`src/rtl/pipeline_sink_pkg.sv`:
```
// Purpose: shared types and default sizing for the pipeline frame sink.
// Latency: n/a (declarations only).
// Backpressure: n/a.
package pipeline_sink_pkg;

    localparam int DATA_W        = 32;
    localparam int DEF_DEPTH     = 4;
    localparam int DEF_FRAME_LEN = 4;

    // DATA drains queued words, CSUM presents the closing checksum word.
    typedef enum logic {
        ST_DATA = 1'b0,
        ST_CSUM = 1'b1
    } state_t;

endpackage

```
`src/rtl/pipeline_sink_fifo.sv`:
```
// Purpose: synchronous show-ahead FIFO with clear, head word always visible.
// Latency: a word pushed in cycle N is on o_head in cycle N+1.
// Backpressure: pushes while full and pops while empty are ignored; clear wins.
module pipeline_sink_fifo #(
    parameter int DEPTH = 4,
    parameter int W     = 32
) (
    input  logic         clk,
    input  logic         reset,
    input  logic         i_push,
    input  logic         i_pop,
    input  logic         i_clear,
    input  logic [W-1:0] i_data,
    output logic [W-1:0] o_head,
    output logic         o_empty,
    output logic         o_full
);

    localparam int PW = $clog2(DEPTH);
    localparam int CW = PW + 1;

    logic [W-1:0]  r_mem [DEPTH];
    logic [PW-1:0] r_wr_ptr;
    logic [PW-1:0] r_rd_ptr;
    logic [CW-1:0] r_count;
    logic          w_push;
    logic          w_pop;

    assign w_push  = i_push & ~o_full  & ~i_clear;
    assign w_pop   = i_pop  & ~o_empty & ~i_clear;
    assign o_empty = (r_count == '0);
    assign o_full  = (r_count == CW'(DEPTH));
    assign o_head  = r_mem[r_rd_ptr];

    // Pointer and occupancy bookkeeping; pointers wrap naturally as DEPTH is a power of two.
    always_ff @(posedge clk or posedge reset) begin
        if (reset) begin
            r_wr_ptr <= '0;
            r_rd_ptr <= '0;
            r_count  <= '0;
        end else if (i_clear) begin
            r_wr_ptr <= '0;
            r_rd_ptr <= '0;
            r_count  <= '0;
        end else begin
            if (w_push) r_wr_ptr <= r_wr_ptr + 1'b1;
            if (w_pop)  r_rd_ptr <= r_rd_ptr + 1'b1;
            case ({w_push, w_pop})
                2'b10:   r_count <= r_count + 1'b1;
                2'b01:   r_count <= r_count - 1'b1;
                default: r_count <= r_count;
            endcase
        end
    end

    // Storage array; contents need no reset because occupancy gates visibility.
    always_ff @(posedge clk) begin
        if (w_push) r_mem[r_wr_ptr] <= i_data;
    end

endmodule

```
`src/rtl/pipeline_frame_sink.sv`:
```
// Purpose: drains queued upstream words as frames of FRAME_LEN words plus a checksum word.
// Latency: pushed word visible on m_data the next cycle; checksum follows the last data word.
// Backpressure: stall_o is the registered FIFO-full flag; m_ready stalls the drain side.
module pipeline_frame_sink
    import pipeline_sink_pkg::*;
#(
    parameter int DEPTH     = DEF_DEPTH,
    parameter int FRAME_LEN = DEF_FRAME_LEN,
    parameter int CNT_W     = 16
) (
    input  logic              clk,
    input  logic              reset,
    input  logic [DATA_W-1:0] in_data,
    input  logic              in_valid,
    input  logic              in_flush,
    output logic              stall_o,
    output logic [DATA_W-1:0] m_data,
    output logic              m_valid,
    output logic              m_last,
    input  logic              m_ready,
    output logic              flush_done,
    output logic [CNT_W-1:0]  frame_count
);

    localparam logic [15:0] LAST_IDX = 16'(FRAME_LEN - 1);

    state_t              r_state;
    state_t              w_next_state;
    logic [DATA_W-1:0]   r_csum;
    logic [15:0]         r_word_idx;
    logic [CNT_W-1:0]    r_frame_count;
    logic                r_flush_done;

    logic [DATA_W-1:0]   w_head;
    logic                w_empty;
    logic                w_full;
    logic                w_push;
    logic                w_pop;
    logic                w_csum_hs;
    logic                w_m_valid;
    logic                w_m_last;
    logic [DATA_W-1:0]   w_m_data;

    // Upstream word is taken only when there is room and no flush is discarding it.
    assign w_push = in_valid & ~w_full & ~in_flush;

    pipeline_sink_fifo #(
        .DEPTH (DEPTH),
        .W     (DATA_W)
    ) u_fifo (
        .clk     (clk),
        .reset   (reset),
        .i_push  (w_push),
        .i_pop   (w_pop),
        .i_clear (in_flush),
        .i_data  (in_data),
        .o_head  (w_head),
        .o_empty (w_empty),
        .o_full  (w_full)
    );

    // Next-state and drain-port decode; flush masks m_valid and forces a return to DATA.
    always_comb begin
        w_next_state = r_state;
        w_m_valid    = 1'b0;
        w_m_last     = 1'b0;
        w_m_data     = '0;
        w_pop        = 1'b0;
        w_csum_hs    = 1'b0;
        case (r_state)
            ST_DATA: begin
                w_m_valid = ~w_empty & ~in_flush;
                w_m_data  = w_empty ? '0 : w_head;
                w_pop     = w_m_valid & m_ready;
                if (w_pop && (r_word_idx == LAST_IDX)) w_next_state = ST_CSUM;
            end
            ST_CSUM: begin
                w_m_valid = ~in_flush;
                w_m_data  = r_csum;
                w_m_last  = 1'b1;
                w_csum_hs = w_m_valid & m_ready;
                if (w_csum_hs) w_next_state = ST_DATA;
            end
            default: w_next_state = ST_DATA;
        endcase
        if (in_flush) w_next_state = ST_DATA;
    end

    // State register.
    always_ff @(posedge clk or posedge reset) begin
        if (reset) r_state <= ST_DATA;
        else       r_state <= w_next_state;
    end

    // Checksum, word index and frame counter; a flush drops the partial frame but keeps the count.
    always_ff @(posedge clk or posedge reset) begin
        if (reset) begin
            r_csum        <= '0;
            r_word_idx    <= '0;
            r_frame_count <= '0;
        end else if (in_flush) begin
            r_csum     <= '0;
            r_word_idx <= '0;
        end else if (w_pop) begin
            r_csum     <= r_csum + w_head;
            r_word_idx <= r_word_idx + 1'b1;
        end else if (w_csum_hs) begin
            r_csum        <= '0;
            r_word_idx    <= '0;
            r_frame_count <= r_frame_count + 1'b1;
        end
    end

    // One-cycle acknowledge following each sampled flush.
    always_ff @(posedge clk or posedge reset) begin
        if (reset) r_flush_done <= 1'b0;
        else       r_flush_done <= in_flush;
    end

    assign stall_o     = w_full;
    assign m_valid     = w_m_valid;
    assign m_last      = w_m_last;
    assign m_data      = w_m_data;
    assign flush_done  = r_flush_done;
    assign frame_count = r_frame_count;

endmodule
```
`config.mk`:
```
export PLATFORM = sky130hd
export DESIGN_NAME = pipeline_frame_sink
export DESIGN_NICKNAME = d
export VERILOG_FILES = /design/src/rtl/pipeline_sink_pkg.sv /design/src/rtl/pipeline_sink_fifo.sv /design/src/rtl/pipeline_frame_sink.sv
export SDC_FILE = /design/constraint.sdc
export NUM_CORES = 1
export LEC_CHECK = 0
export ABC_AREA = 1
export CAP_MARGIN = 30
export CORE_MARGIN = 1.5
export CORE_UTILIZATION = 40
export CTS_BUF_LIST = sky130_fd_sc_hd__clkbuf_16
export DETAILED_ROUTE_END_ITERATION = 8
export DONT_BUFFER_PORTS = 1
export PLACE_DENSITY = 0.58
export SLEW_MARGIN = 20
export SYNTH_ARGS = -nofsm -noshare
export SYNTH_HDL_FRONTEND = slang
export SYNTH_SLANG_ARGS = --single-unit
```
`constraint.sdc`:
```
create_clock -name clk -period 3.9 [get_ports clk]
set_input_delay 0.78 -clock clk [delete_from_list [all_inputs] [get_ports clk]]
set_output_delay 0.78 -clock clk [all_outputs]
set_load 0.02 [all_outputs]
```
==> results of run 1 <==
[power by group]
part	total, mW	switching [mW]	internal, mW
clock	2.39	0.928	1.46
combinational	3.22	2.30	0.922
sequential	2.67	0.157	2.51
[registers in the layout, indices dropped and copies added, names as in the netlist]
| signal | count |
|---|---|
| flush_done | 1 |
| frame_count | 16 |
| r_csum | 32 |
| r_state | 1 |
| r_word_idx | 16 |
| u_fifo.r_count | 3 |
| u_fifo.r_mem | 128 |
| u_fifo.r_rd_ptr | 2 |
| u_fifo.r_wr_ptr | 2 |
[cell usage in the layout (no fill, tap or decap), types with 8 or more instances in the layout]
| cell | synthesis | routed |
|---|---|---|
| dfrtp_1 | 73 | 72 |
| nand3_1 | 101 | 101 |
| o21ai_0 | 105 | 105 |
| ha_1 | 37 | 37 |
| nand2_1 | 332 | 332 |
| buf_4 | 2 | 15 |
| nor2_1 | 121 | 117 |
| edfxtp_1 | 128 | 128 |
| xor2_1 | 12 | 12 |
| clkbuf_16 | 0 | 24 |
| a21oi_1 | 35 | 35 |
| xnor2_1 | 8 | 8 |
| o21ai_1 | 9 | 9 |
| o22ai_1 | 33 | 33 |
| inv_1 | 182 | 184 |
[worst paths after layout]
path | end | slack [ps] | cells after the start
max | m_data[19] | 390 | 6
min | frame_count[8] | 70 | 1
max reg2reg | r_csum[28] | 590 | 16
min reg2reg | r_word_idx[7] | 480 | 1
max in group asynchronous | u_fifo.r_rd_ptr[0] | 3340 | 2
min in group clk | flush_done | 280 | 0
[cells by family after synthesis]
group                      after synthesis  share of synthesized area
AOI/OAI and AO/OA                      197                     0.1006
xor gates and xnor gates                20                    0.01616
adders and majority gates               39                    0.04639
buffers and inverters                  227                    0.08240
DFF                                    201                     0.5230
muxes                                    1                  0.0009233
and+or+nand+nor                        592                     0.2305
[Yosys cell counts, drive strengths merged (6+ instances only)]
master	instances
nand2	333
clkbuf	19
dfrtp	73
xnor2	8
a21oi	35
nand3	105
xor2	12
nor2	129
inv	188
ha	37
buf	20
edfxtp	128
o21ai	115
nor3	10
nand4	6
o22ai	37
[layer usage]
metal	global-route usage	share of wire	wire, um	vias to the layer above
met5	0	0	0	-
met3	0.04443	0.061	1711	31
met2	0.3350	0.46	12920	171
li1	-	-	-	4205
met1	0.2728	0.46	13080	3928
met4	0.03956	0.017	468	0
[per-stage QoR]
| step | hold WS [ps] | cells | utilization |
|---|---|---|---|
| floorplan | 440.2 | 1277 | - |
| global placement | 457.6 | 1596 | 0.4204 |
| detailed placement | 470.0 | 1596 | 0.4204 |
| CTS | 257.4 | 1640 | 0.4522 |
| global route | 67.20 | 1641 | 0.4530 |
| finish | 69.53 | 1641 | 0.4530 |
[critical path, delay by kind of cell, from the launching register on]
family / cells / cell delay [ps]
AOI/OAI and AO/OA: 3 / 820
buffers and inverters: 2 / 710
DFF: 1 / 550
and+or+nand+nor: 1 / 100
[final cells by class]
cell class	count	share of cell area
Sequential cell	201	0.4672
Inverter	188	0.05823
Clock inverter	20	0.02092
Clock buffer	24	0.04947
Tap cell	341	0.03514
Multi-Input combinational cell	849	0.3548
Timing Repair Buffer	18	0.01422
==> metrics.txt, run 1 <==
outcome complete, no violations; Setup crit start kind flop; fin crit share 0.9006; num ports 89; top cell type's share of synthesized area 0.3545; FMAX 284.7 MHz; First DRT Iteration DRCs 593; Final Hold Vio Count 0; Global Route Usage Sum 0.2020; Total Power 8.282 mW; worst r2r src u_fifo.r_rd_ptr[0]; H-Tree Depth 1; pre-CTS setup slack 597.3 ps; synth-to-layout area growth 11.98%; Hold Buf Count CTS 0; detailed-router iteration count before antenna repair 5; Yosys reg bits 201; Peak VDD IR 0.4103 mV; Yosys top cell by area edfxtp_1; Final Wtd Congestion 0.9171; slew margin rel. 0.3163; gr ovfl total 0; Routed WL 28,180 um; Clock Latency Late Sink 540 ps; vias per cell 5.079; synthesized area 10,840 um^2; ys flop type edfxtp_1; Setup TNS 0 ps; Tmin final 3512 ps; top cells by area, synth edfxtp_1, dfrtp_1, nand2_1; Die H 167.6 um; DR WL/cell 17.17 um; Ys Warns 0; Starting Density 0.4045; vias in the first global route 7,962; Register Area 5672 um^2; most frequent CP cell o21ai_0; FP Rows 60; Critical Path Source u_fifo.r_rd_ptr[0]; CP max stage cell dfrtp_2; port buffer count 0; initial antenna violation count 0; synth unique cells 43; syn_area_per_cell 8.490 um^2; Setup Buffers After CTS 0; Max Cap Viol 0; Tightest Hold Check Type in -> async; PD cells 682.2 nW/um^2; CTS tree done; dpl cell area 11,270 um^2; Mapped Cells 1,277; ANT cells 0; area of the multi-input gates 4308 um^2; largest net degree at the start of global routing 46; static leakage 5.528 nW; antenna-violating nets left 0; Net count, final 1,358; CP Capture Type output port; post-synthesis async set-or-reset flop share 0.3632; ordered cell list for the critical path inv_2, buf_12, o21ai_0, o22ai_1, nand3_1, o21ai_0; fillers 2,607; worst setup margin 387.9 ps; Die X 167.6 um; final setup fails 0; WP data arrival 2730 ps; CTS resizes 0; drc violations 0; final instance area 12,140 um^2; share of cells above drive strength 1 0.07308; Crit path required time 3120 ps; syn nets 1,353; skew final 18.73 ps; core footprint 26,800 um^2; unrepaired setup endpoints after global routing false; DR vias 8,335; CP Class reg -> out; first-pass GRT wire length 44,330 um; fin. max-slew vios 0; clock slew at reported path FFs 60 ps; root buf cell clkbuf_16; CP max stage delay 550 ps; CTS Buf Count 24; register area share after synthesis 0.5230; clock buffer depth 3; Total Die Area 28,100 um^2; CTS Sinks 201; Post-synth EDFFs 128; HPWL after DPL 19,410 um; Worst Max-Slew Pin Slew 1015 ps; maximum fanout along the worst path 37
(Power assumes the default switching activity.)
==> inputs of run 2 (changes only) <==
--- a/config.mk
+++ b/config.mk
@@ -13,4 +13,5 @@
 export DETAILED_ROUTE_END_ITERATION = 8
 export DONT_BUFFER_PORTS = 1
+export GPL_ROUTABILITY_DRIVEN = 0
 export PLACE_DENSITY = 0.58
 export SLEW_MARGIN = 20
==> constraint.sdc (replaced) <==
create_clock -name clk -period 3.9 [get_ports clk]
set_input_delay 0.585 -clock clk [delete_from_list [all_inputs] [get_ports clk]]
set_output_delay 0.585 -clock clk [all_outputs]
set_load 0.02 [all_outputs]
==> run 2 against run 1 <==
Compared with the run above:
- design area is 1.2% lower
- hold slack improved by 20 ps
- clock skew is 11 ps lower
- sequential cell count did not move
- critical endpoint is now r_csum[29]
==> metrics.txt, run 2 (synthesized netlist as in run 1, its figures left out) <==
outcome complete, no violations; CP max stage cell dfrtp_1; synth-to-layout area growth 10.61%; Crit path required time 4320 ps (+1200 ps); hold depth 0; clock slew at reported path FFs 60 ps (about the same); clock buffer depth 3 (unchanged); Largest register FFs 128 (unchanged); Die H 167.6 um (unchanged); FP Rows 60 (unchanged); largest net degree at the start of global routing 45 (-2.2%); CP Capture Type flop; Worst Max-Slew Pin Slew 915.9 ps (-98.98 ps); antenna-violating nets left 0 (unchanged); most frequent cells in the layout nand2_1, inv_1, edfxtp_1, nor2_1, o21ai_0; CP Class reg -> reg; detailed-router iteration count before antenna repair 5 (unchanged); skew final 8.184 ps (-10.55 ps); maximum fanout along the worst path 19 (-49%); vias per cell 5.072 (-0.14%); gr ovfl total 0 (unchanged); CTS tree done; most frequent CP cell nand2_1; PD cells 656.6 nW/um^2 (-3.7%); ordered cell list for the critical path buf_4, o21ai_0, o22ai_1, ha_1, inv_1, nand2_1, nand3_1, nand2_1, nand2_1, nand2_1, nand2_1, nand3_1, nand3_1, nand2_1; Global Route Usage Sum 0.1970 (-0.004964); Regs by FF count u_fifo.r_mem (128), r_csum (32); port buffer count 0 (unchanged); vias in the first global route 7,997 (+0.44%); Final Hold Vio Count 0 (unchanged); Net count, final 1,360 (+0.15%); CP max stage delay 740 ps (+190 ps); Tmin final 3203 ps (-309.0 ps); FMAX 312.2 MHz (+9.6%); Routed WL 27,640 um (-1.9%); DR vias 8,323 (-0.14%); fin. max-slew vios 0 (unchanged); worst setup margin 696.8 ps (+309.0 ps); CTS Buf Count 23 (-4.2%); unrepaired setup endpoints after global routing false; fin crit share 0.8213 (-0.07922); CTS Sinks 201 (unchanged); WP data arrival 3620 ps (+890 ps); DR WL/cell 16.84 um (-1.9%); slew margin rel. 0.3830 (+0.06668); Tightest Hold Check Type in -> reg; H-Tree Depth 1 (unchanged); ANT cells 0 (unchanged); Total Die Area 28,100 um^2 (unchanged); Biggest register u_fifo.r_mem; pre-CTS setup slack 712.3 ps (+115.0 ps); Max Cap Viol 0 (unchanged); Reg2Reg Depth 14 (-2); share of cells above drive strength 1 0.06846 (-0.004615); Die X 167.6 um (unchanged); num ports 89 (unchanged); static leakage 5.484 nW (-0.80%); worst hold slack 89.52 ps (+19.99 ps); core footprint 26,800 um^2 (unchanged); Setup TNS 0 ps (unchanged); commonest non-fill, non-tap cell in the layout nand2_1; fillers 2,593 (-0.54%); final setup fails 0 (unchanged); first-pass GRT wire length 43,530 um (-1.8%); Setup crit start kind flop; Clock Latency Late Sink 530 ps (about the same); First DRT Iteration DRCs 579 (-2.4%); HPWL after DPL 19,640 um (+1.2%); Peak VDD IR 0.4915 mV (+20%); Starting Density 0.4045 (unchanged); drc violations 0 (unchanged); root buf cell clkbuf_16; initial antenna violation count 0 (unchanged); CTS resizes 0 (unchanged)
[run 2: changes by cell type in the layout (fill, tap and decap cells not counted), moves of 2 or more]
cell        previous run  this run
clkinvlp_4             3         0
inv_1                184       187
clkinv_1               2         4
bufinv_16              5         1
buf_4                 15        17
[run 2: metal layers]
| layer | GRT usage | vias to the layer above | part of all wire | wire length (um) |
|---|---|---|---|---|
| li1 | - | 4214 | - | - |
| met2 | 0.3230 | 179 | 0.45 | 12560 |
| met5 | 0 | - | 0 | 0 |
| met3 | 0.04278 | 43 | 0.059 | 1642 |
| met4 | 0.05445 | 0 | 0.026 | 724 |
| met1 | 0.2634 | 3887 | 0.46 | 12710 |
[run 2: final cells by class]
type,instances,area [um^2],share of cell area
well taps,341,426.7,0.03558
repair buffers,21,182.7,0.01523
multi-input cells,849,4308,0.3592
clock buffers,23,575.6,0.04800
flip-flops and latches,201,5672,0.4730
inverters,188,706.9,0.05895
clock inverters,18,120.1,0.01002
[run 2: worst paths after layout]
check	startpoint	to	slack, ps
worst max-delay path	u_fifo.r_rd_ptr[1]	r_csum[29]	700
worst min-delay path	in_flush	flush_done	90
worst max register to register	u_fifo.r_rd_ptr[1]	r_csum[29]	700
worst min register to register	r_word_idx[7]	r_word_idx[7]	470
max in group asynchronous	reset	frame_count[13]	2850
min in group asynchronous	reset	r_word_idx[15]	410
[run 2: report_power, final]
group          leakage [nW]  switching (mW)  internal (mW)
clock                 0.371           0.863           1.14
sequential             2.15           0.158           2.51
combinational          2.97            2.28          0.919
[run 2: repair_timing]
action / in CTS / in global routing
hold buffers: 0 / 1
hold endpoints to repair: 0 / 7
setup buffers: 0 / 0
[run 2: critical path, delay by kind of cell, from the launching register on]
kind,cells,cell delay (ps)
and+or+nand+nor,9,950
buffers and inverters,2,450
AOI/OAI and AO/OA,2,560
adders and majority gates,1,400
DFF,1,740
[run 2: per-stage QoR]
stage / total power, mW / cell area, um^2 / instances / util
global placement: 5.872 / 11260 / 1597 / 0.4202
global route: 8.421 / 11990 / 1641 / 0.4474
CTS: 7.941 / 11960 / 1639 / 0.4463
detailed placement: 5.900 / 11270 / 1598 / 0.4204
finish: 7.874 / 11990 / 1641 / 0.4474
floorplan: 5.050 / 10840 / 1277 / -
